==> config.mk <==
export PLATFORM = sky130hd
export DESIGN_NAME = cmul_mult_sequencer
export DESIGN_NICKNAME = d
export VERILOG_FILES = /design/src/rtl/cmul_mult_sequencer.sv
export SDC_FILE = /design/constraint.sdc
export NUM_CORES = 1
export LEC_CHECK = 0
export CAP_MARGIN = 20
export CORE_ASPECT_RATIO = 0.6
export CORE_UTILIZATION = 30
export DETAILED_ROUTE_END_ITERATION = 10
export PLACE_DENSITY = 0.47
export SLEW_MARGIN = 20
export SYNTH_ARGS = -nofsm -noshare
export SYNTH_HDL_FRONTEND = slang
export SYNTH_SLANG_ARGS = --single-unit
==> constraint.sdc <==
create_clock -name clk -period 16.8 [get_ports clk]
set_input_delay 3.36 -clock clk [delete_from_list [all_inputs] [get_ports clk]]
set_output_delay 3.36 -clock clk [all_outputs]
set_load 0.1 [all_outputs]
==> src/rtl/cmul_mult_sequencer.sv <==
// Complex multiply y = a * w sequenced through one shared unsigned multiplier.
// Four products over M0..M3, then round-half-up, saturate and hold until taken.
module cmul_mult_sequencer #(
   parameter int WIDTH = 16,
   parameter int FRAC  = 15
) (
   input  logic               clk,
   input  logic               rst_n,
   input  logic               in_valid,
   output logic               in_ready,
   input  logic [WIDTH-1:0]   a_re,
   input  logic [WIDTH-1:0]   a_im,
   input  logic [WIDTH-1:0]   w_re,
   input  logic [WIDTH-1:0]   w_im,
   output logic [WIDTH-1:0]   mul_a,
   output logic [WIDTH-1:0]   mul_b,
   input  logic [2*WIDTH-1:0] mul_p,
   output logic               out_valid,
   input  logic               out_ready,
   output logic [WIDTH-1:0]   y_re,
   output logic [WIDTH-1:0]   y_im,
   output logic               y_sat
);

   localparam int AW = 2*WIDTH + 2;
   localparam logic signed [AW-1:0] RND  = AW'(1) << (FRAC-1);
   localparam logic signed [AW-1:0] MAXV = AW'((64'd1 << (WIDTH-1)) - 64'd1);
   localparam logic signed [AW-1:0] MINV = ~MAXV;

   typedef enum logic [2:0] {
      S_IDLE, S_M0, S_M1, S_M2, S_M3, S_DONE
   } state_t;

   state_t r_state;

   logic [WIDTH-1:0] r_a_re, r_a_im, r_w_re, r_w_im;
   logic signed [AW-1:0] r_acc_re, r_acc_im;
   logic [WIDTH-1:0] r_y_re, r_y_im;
   logic r_y_sat, r_out_valid, r_in_ready;

   logic [WIDTH-1:0] w_x, w_y;
   logic w_neg;
   logic signed [AW-1:0] w_pext, w_sp;
   logic signed [AW-1:0] w_fin_im, w_rnd_re, w_rnd_im;
   logic [WIDTH:0] w_sat_re, w_sat_im;

   function automatic logic [WIDTH-1:0] mag(input logic [WIDTH-1:0] v);
      return v[WIDTH-1] ? (~v) + WIDTH'(1) : v;
   endfunction

   function automatic logic [WIDTH:0] clip(input logic signed [AW-1:0] r);
      if (r > MAXV)
         return {1'b1, MAXV[WIDTH-1:0]};
      else if (r < MINV)
         return {1'b1, MINV[WIDTH-1:0]};
      else
         return {1'b0, r[WIDTH-1:0]};
   endfunction

   // operand pair for the current product, taken only from captured registers
   always_comb begin
      w_x = '0;
      w_y = '0;
      unique case (r_state)
         S_M0: begin w_x = r_a_re; w_y = r_w_re; end
         S_M1: begin w_x = r_a_im; w_y = r_w_im; end
         S_M2: begin w_x = r_a_re; w_y = r_w_im; end
         S_M3: begin w_x = r_a_im; w_y = r_w_re; end
         default: begin w_x = '0; w_y = '0; end
      endcase
   end

   assign mul_a  = mag(w_x);
   assign mul_b  = mag(w_y);
   assign w_neg  = w_x[WIDTH-1] ^ w_y[WIDTH-1];
   assign w_pext = signed'({2'b00, mul_p});
   assign w_sp   = w_neg ? -w_pext : w_pext;

   assign w_fin_im = r_acc_im + w_sp;
   assign w_rnd_re = (r_acc_re + RND) >>> FRAC;
   assign w_rnd_im = (w_fin_im + RND) >>> FRAC;
   assign w_sat_re = clip(w_rnd_re);
   assign w_sat_im = clip(w_rnd_im);

   always_ff @(posedge clk or negedge rst_n) begin
      if (!rst_n) begin
         r_state     <= S_IDLE;
         r_a_re      <= '0;
         r_a_im      <= '0;
         r_w_re      <= '0;
         r_w_im      <= '0;
         r_acc_re    <= '0;
         r_acc_im    <= '0;
         r_y_re      <= '0;
         r_y_im      <= '0;
         r_y_sat     <= 1'b0;
         r_out_valid <= 1'b0;
         r_in_ready  <= 1'b1;
      end else begin
         unique case (r_state)
            S_IDLE: begin
               if (in_valid) begin
                  r_a_re     <= a_re;
                  r_a_im     <= a_im;
                  r_w_re     <= w_re;
                  r_w_im     <= w_im;
                  r_in_ready <= 1'b0;
                  r_state    <= S_M0;
               end
            end
            S_M0: begin
               r_acc_re <= w_sp;
               r_state  <= S_M1;
            end
            S_M1: begin
               r_acc_re <= r_acc_re - w_sp;
               r_state  <= S_M2;
            end
            S_M2: begin
               r_acc_im <= w_sp;
               r_state  <= S_M3;
            end
            S_M3: begin
               r_acc_im    <= w_fin_im;
               r_y_re      <= w_sat_re[WIDTH-1:0];
               r_y_im      <= w_sat_im[WIDTH-1:0];
               r_y_sat     <= w_sat_re[WIDTH] | w_sat_im[WIDTH];
               r_out_valid <= 1'b1;
               r_state     <= S_DONE;
            end
            S_DONE: begin
               if (out_ready) begin
                  r_out_valid <= 1'b0;
                  r_in_ready  <= 1'b1;
                  r_state     <= S_IDLE;
               end
            end
            default: begin
               r_state <= S_IDLE;
            end
         endcase
      end
   end

   assign in_ready  = r_in_ready;
   assign out_valid = r_out_valid;
   assign y_re      = r_y_re;
   assign y_im      = r_y_im;
   assign y_sat     = r_y_sat;

endmodule

[Word-level counts from Yosys, hierarchy flattened]
Cells that the tools add are included.
Operators by class
  add/subtract/negate cells: 7
  $lt $le $gt $ge: 4
  equality and inequality tests: 7
  muxes and demuxes: 19
  bitwise gates (word level): 4
  reduce and logical (&&, ||, !) cells: 13
Operators by type and width (number)
  $pmux 34 s2: 2
  $add 34x16->34 const B: 2
  $mux 17: 4
  $pmux 16 s2: 2
  $gt 19x16->1 const B: 2
  $lt 19x16->1 const B: 2
  $add 34x34->34: 1
  $mux 34: 1
  $neg 32->34: 1
  $sub 34x34->34: 1
  $add 16x1->16 const B: 2
  $mux 16: 2
  $not 16->16: 2
  $pmux 3 s6: 1
  $reduce_bool 2->1: 4
  $reduce_or 2->1: 4
  $eq 3x2->1 const B: 2
  $eq 3x3->1 const B: 2
  $mux 3: 2
  $reduce_and 2->1: 3
  $ne 2x2->1 const B: 2
  $pmux 1 s2: 2
  $eq 3x1->1 const B: 1
  $logic_not 3->1: 1
  4 further kinds: 6
Storage, ports and cells
  register bits: 170
  output and inout port bits: 67
  logic and storage cells: 66

[Logic depth before layout (Yosys ltp)]
  depth in word-level cells: 11
  depth in mapped cells: 26
  mapped depth without buffers: 23

[Least setup slack after synthesis]
OpenSTA, ideal clock, no wires.
  kind: input-to-reg
  start: input mul_p[8]
  end: register r_y_im[3] (netlist: y_im[3])
  library setup time: 0.134 ns
  arrival time: 8.839 ns
  required time: 16.666 ns
  setup slack: 7.827 ns
  stages on the path: 21
  buffers on the path: 1
  path through: or4_4 > or3_1 > or3_4 > or4_4 > o41ai_1 > xor2_1 > inv_1 > ha_1 > clkbuf_1 > and4_1 > nor2_1 > mux2_2 > a311oi_1 > nand3_1 > or4_1 > nor4_2 > a21boi_0 > a32oi_1 > and3_1 > nand2b_1 > o211ai_1
Between the ends
  cells in the longest elaborated chain, start to end: 7
  elaborated cells on any way between the ends: 8
RTL lines
  from (decl): line 17  | input logic [2*WIDTH-1:0] mul_p,
  $neg 32->34: line 77  | assign w_sp = w_neg ? -w_pext : w_pext;
  $mux 34 (*): line 77
  $add 34x34->34 (*): line 79  | assign w_fin_im = r_acc_im + w_sp;
  $add 34x16->34 (*): line 81  | assign w_rnd_im = (w_fin_im + RND) >>> FRAC;
  $lt 19x16->1: line 54  | else if (r < MINV)
  $mux 17: line 54
  $mux 17 (*): line 52  | if (r > MAXV)
  to (signal assigned): line 126  | r_y_im <= w_sat_im[WIDTH-1:0];
  to (decl): line 38  | logic [WIDTH-1:0] r_y_re, r_y_im;
Every way passes the cells marked *; elsewhere a longest branch is shown, timed or not.
A chain may end at the register's enable or synchronous reset.

[Final worst setup path]
  start: input mul_p[8]
  end: register r_y_im[11] (netlist: y_im[11])
The elaborated chain is that of the path after synthesis.

==> summary.md <==
| Metric | Value |
|---|---|
| Result of the run | `complete, no violations` |
| CP Max Fanout | `12` |
| Die H | `164 µm` |
| Post-synth EDFFs | `0` |
| Max Cap Viol | `0` |
| RSZ-0062 raised after global routing | `no` |
| Ports | `167` |
| Worst reg2reg path endpoint | `y_im[11]$_DFFE_PN0N_` |
| CTS tree | `built` |
| Worst Hold End | `y_im[15]$_DFFE_PN0N_` |
| Vias in the first global route | `11400` |
| Pins Over Slew Limit | `0` |
| Routed len/inst | `19.9 µm` |
| Hold_ws | `0.489 ns` |
| CTS Buffer Depth | `2` |
| Area grow syn2layout | `23.0%` |
| Hold Startpoint | `y_im[15]$_DFFE_PN0N_` |
| Placed Instances | `2178` |
| Relative max-transition margin | `28.6%` |
| Worst-case reg-to-reg path depth | `22` |
| Initial antenna violation count | `0` |
| Reg-to-reg slack, setup | `9.30 ns` |
| Clk sinks | `170` |
| DR DRC count | `0` |
| Layout cells sized above 1 | `10.9%` |
| Tmin final | `10.46 ns` |
| Fillers | `4283` |
| Post-Synthesis Net Count | `1648` |
| Hold_buf cts | `0` |
| Post-CTS Resized | `0` |
| CTS root buffer | `clkbuf_16` |
| Drt first pass iters | `6` |
| GPL Wtd Cong | `0.932` |
| First-pass GRT wire length | `68.0 mm` |
| Via Count | `12000` |
| Synthesis warning total | `0` |
| Dominant cell type by area after synthesis | `dfrtp_1` |
| WS Path Type | `input pin to flip-flop` |
| Critical path data arrival time | `10.83 ns` |
| Final hold viol count | `0` |
| Die Area | `44400 µm²` |
| Die Wd | `272 µm` |
| Yosys top cell area share | `32.3%` |
| Ranking of synthesized cells by area | `dfrtp_1, ha_1, mux2_2, xor2_1, xnor2_1` |
| Number of synthesized register bits | `170` |
| Core Region | `42500 µm²` |
| Detailed Route WL | `43.9 mm` |
| Skew-Pair Late Insertion Delay | `0.46 ns` |
| Final Setup Violations | `0` |
| Post-DP HPWL | `33.6 mm` |
| Final net count | `1801` |
| Largest net degree at the start of global routing | `65` |
| Hold Path Cell Cnt | `2` |
| GRT Util Overall | `19.8%` |
| Syn avg cell area | `8.87 µm²` |
| Slew @ Worst Pin | `1.07 ns` |
| Initial core utilization | `30.8%` |
| Post-layout util | `37.9%` |
| Fraction of the yosys area taken by sequential cells | `32.5%` |
| Cell Count, Final, Fillers Out | `2210` |
| Min-Delay Path Class | `flip-flop to flip-flop` |
| Cells after Synth | `1474` |
| Mapped Area | `13100 µm²` |
| Iter 0 DRT Violations | `1068` |
| CP startpoint kind | `input pin` |
| # rows | `58` |
| # port buffers | `166` |
| Total negative slack | `0 ns` |
| Clock skew | `0.0167 ns` |
| Maximum clock rate | `95.6 MHz` |
| Antenna Cells | `0` |
| Worst-path clk slew | `0.08 ns` |
| Gr ovfl total | `0` |
| DRT antenna net count | `0` |
| Synth unique cells | `88` |
| Final worst-path cycle share | `62.2%` |
| Vias per cell | `5.41` |
| CTS H-tree lvls | `4` |
| Async SR Flop Fraction | `100%` |
| Synth Flop Type | `dfrtp_1` |
| CP Data Required Time | `17.17 ns` |
| Cts bufs inserted | `17` |
| Setup Fix Bufs, Post-CTS | `0` |
| Worst r2r src | `r_state[1]$_DFFE_PN0P_` |
| Crit. End Element | `flip-flop` |
==> synthesized netlist by cell type (all sizes together) (4+ instances only) <==
| cell type | n |
|---|---|
| a22oi | 32 |
| a311oi | 4 |
| dfrtp | 169 |
| nor4b | 8 |
| xor2 | 70 |
| a31o | 4 |
| o21a | 21 |
| nand2b | 10 |
| ha | 72 |
| o21bai | 17 |
| nand4 | 21 |
| o31ai | 19 |
| and4 | 9 |
| a21oi | 96 |
| xnor2 | 70 |
| nor3b | 5 |
| inv | 65 |
| a2111oi | 4 |
| nor4 | 9 |
| nand3 | 31 |
| buf | 6 |
| a221o | 15 |
| clkbuf | 59 |
| o21ai | 96 |
| a221oi | 13 |
| o221ai | 13 |
| or3 | 10 |
| a211o | 4 |
| mux2 | 66 |
| and3 | 11 |
| or2 | 10 |
| and2 | 5 |
| nand2 | 124 |
| or4 | 8 |
| a21o | 25 |
| o22ai | 5 |
| a31oi | 11 |
| nor3 | 37 |
| nor2b | 7 |
| a211oi | 13 |
| nor2 | 104 |
| o211ai | 51 |
==> metal layers <==
metal | up-vias | global-route usage [%] | wire, µm
li1 | 5803 | - | -
met4 | 0 | 4.42 | 567
met5 | - | 0 | 0
met1 | 5815 | 30.9 | 23600
met3 | 36 | 4.42 | 2630
met2 | 308 | 26.8 | 17100
==> layout make-up <==
type	count	area, µm²	area share [%]
Clock buffer	17	425	2.64
Clock inverter	15	170	1.06
Inverter	66	248	1.54
Multi-Input combinational cell	1173	8360	52.0
Sequential cell	170	4260	26.5
Tap cell	570	713	4.43
Timing Repair Buffer	199	1910	11.9
==> registers in the layout, indices dropped and copies added, names as in the netlist <==
| name | flops |
|---|---|
| r_acc_im | 34 |
| r_acc_re | 34 |
| r_a_im | 16 |
| r_a_re | 16 |
| r_w_im | 16 |
| r_w_re | 16 |
| y_im | 16 |
| y_re | 16 |
| r_state | 3 |
| in_ready | 1 |
| out_valid | 1 |
| y_sat | 1 |
==> cell usage in the layout (no fill, tap or decap), types with 34 or more instances in the layout <==
cell type / instances
o211ai_1: 51
inv_1: 65
dfrtp_1: 169
mux2_2: 66
xnor2_1: 67
o21ai_0: 91
ha_1: 72
clkdlybuf4s50_1: 164
a21oi_1: 93
buf_4: 34
nor2_1: 100
xor2_1: 70
nand2_1: 123
nor3_1: 35
==> worst max path at each step <==
| stage | startpoint | endpoint | cells past startpoint |
|---|---|---|---|
| global placement | mul_p[8] | y_im[11]$_DFFE_PN0N_ | 20 |
| floorplan | mul_p[8] | y_im[3]$_DFFE_PN0N_ | 21 |
| finish | mul_p[8] | y_im[11]$_DFFE_PN0N_ | 20 |
| detailed placement | mul_p[8] | y_im[11]$_DFFE_PN0N_ | 20 |
| CTS | mul_p[8] | y_im[11]$_DFFE_PN0N_ | 20 |
| global route | mul_p[8] | y_im[11]$_DFFE_PN0N_ | 20 |
==> worst max-delay path: stages <==
cell and delay, ns:
clkdlybuf4s50_1 0.46, or4_4 0.56, or3_1 0.37, or3_4 0.41, or4_4 0.48, o41ai_1 0.33
xor2_1 0.35, inv_1 0.08, ha_1 0.51, nand2_1 0.18, o21ai_0 0.58, mux2_2 0.41
a311oi_1 0.31, nand3_1 0.14, or4_1 0.60, nor4_1 0.36, nor3_1 0.11, a311oi_2 0.79
nand2_1 0.27, o211ai_1 0.16
==> cells by family (layout without fill, tap and decap cells) <==
group / Yosys count / after routing / share of synthesized area [%]
XOR/XNOR: 140 / 140 / 9.49
multiplexers: 68 / 68 / 5.84
buffers and inverters: 131 / 297 / 3.85
adder cells (fa/ha/maj): 74 / 74 / 7.20
AND/OR/NAND/NOR: 413 / 413 / 15.9
flip-flops: 170 / 170 / 32.5
AO/OA/AOI/OAI: 478 / 478 / 25.2
==> through the flow <==
step / area [µm²] / worst slack [ns]
3_5_place_dp: 15500 / 5.97
5_1_grt: 16100 / 5.84
2_1_floorplan: 13100 / 7.83
6_report: 16100 / 6.34
3_3_place_gp: 15500 / 6.16
4_1_cts: 16100 / 6.45
Power is not shown: default switching activity piles up to over one toggle a cycle in this logic, so the estimate is an artifact.
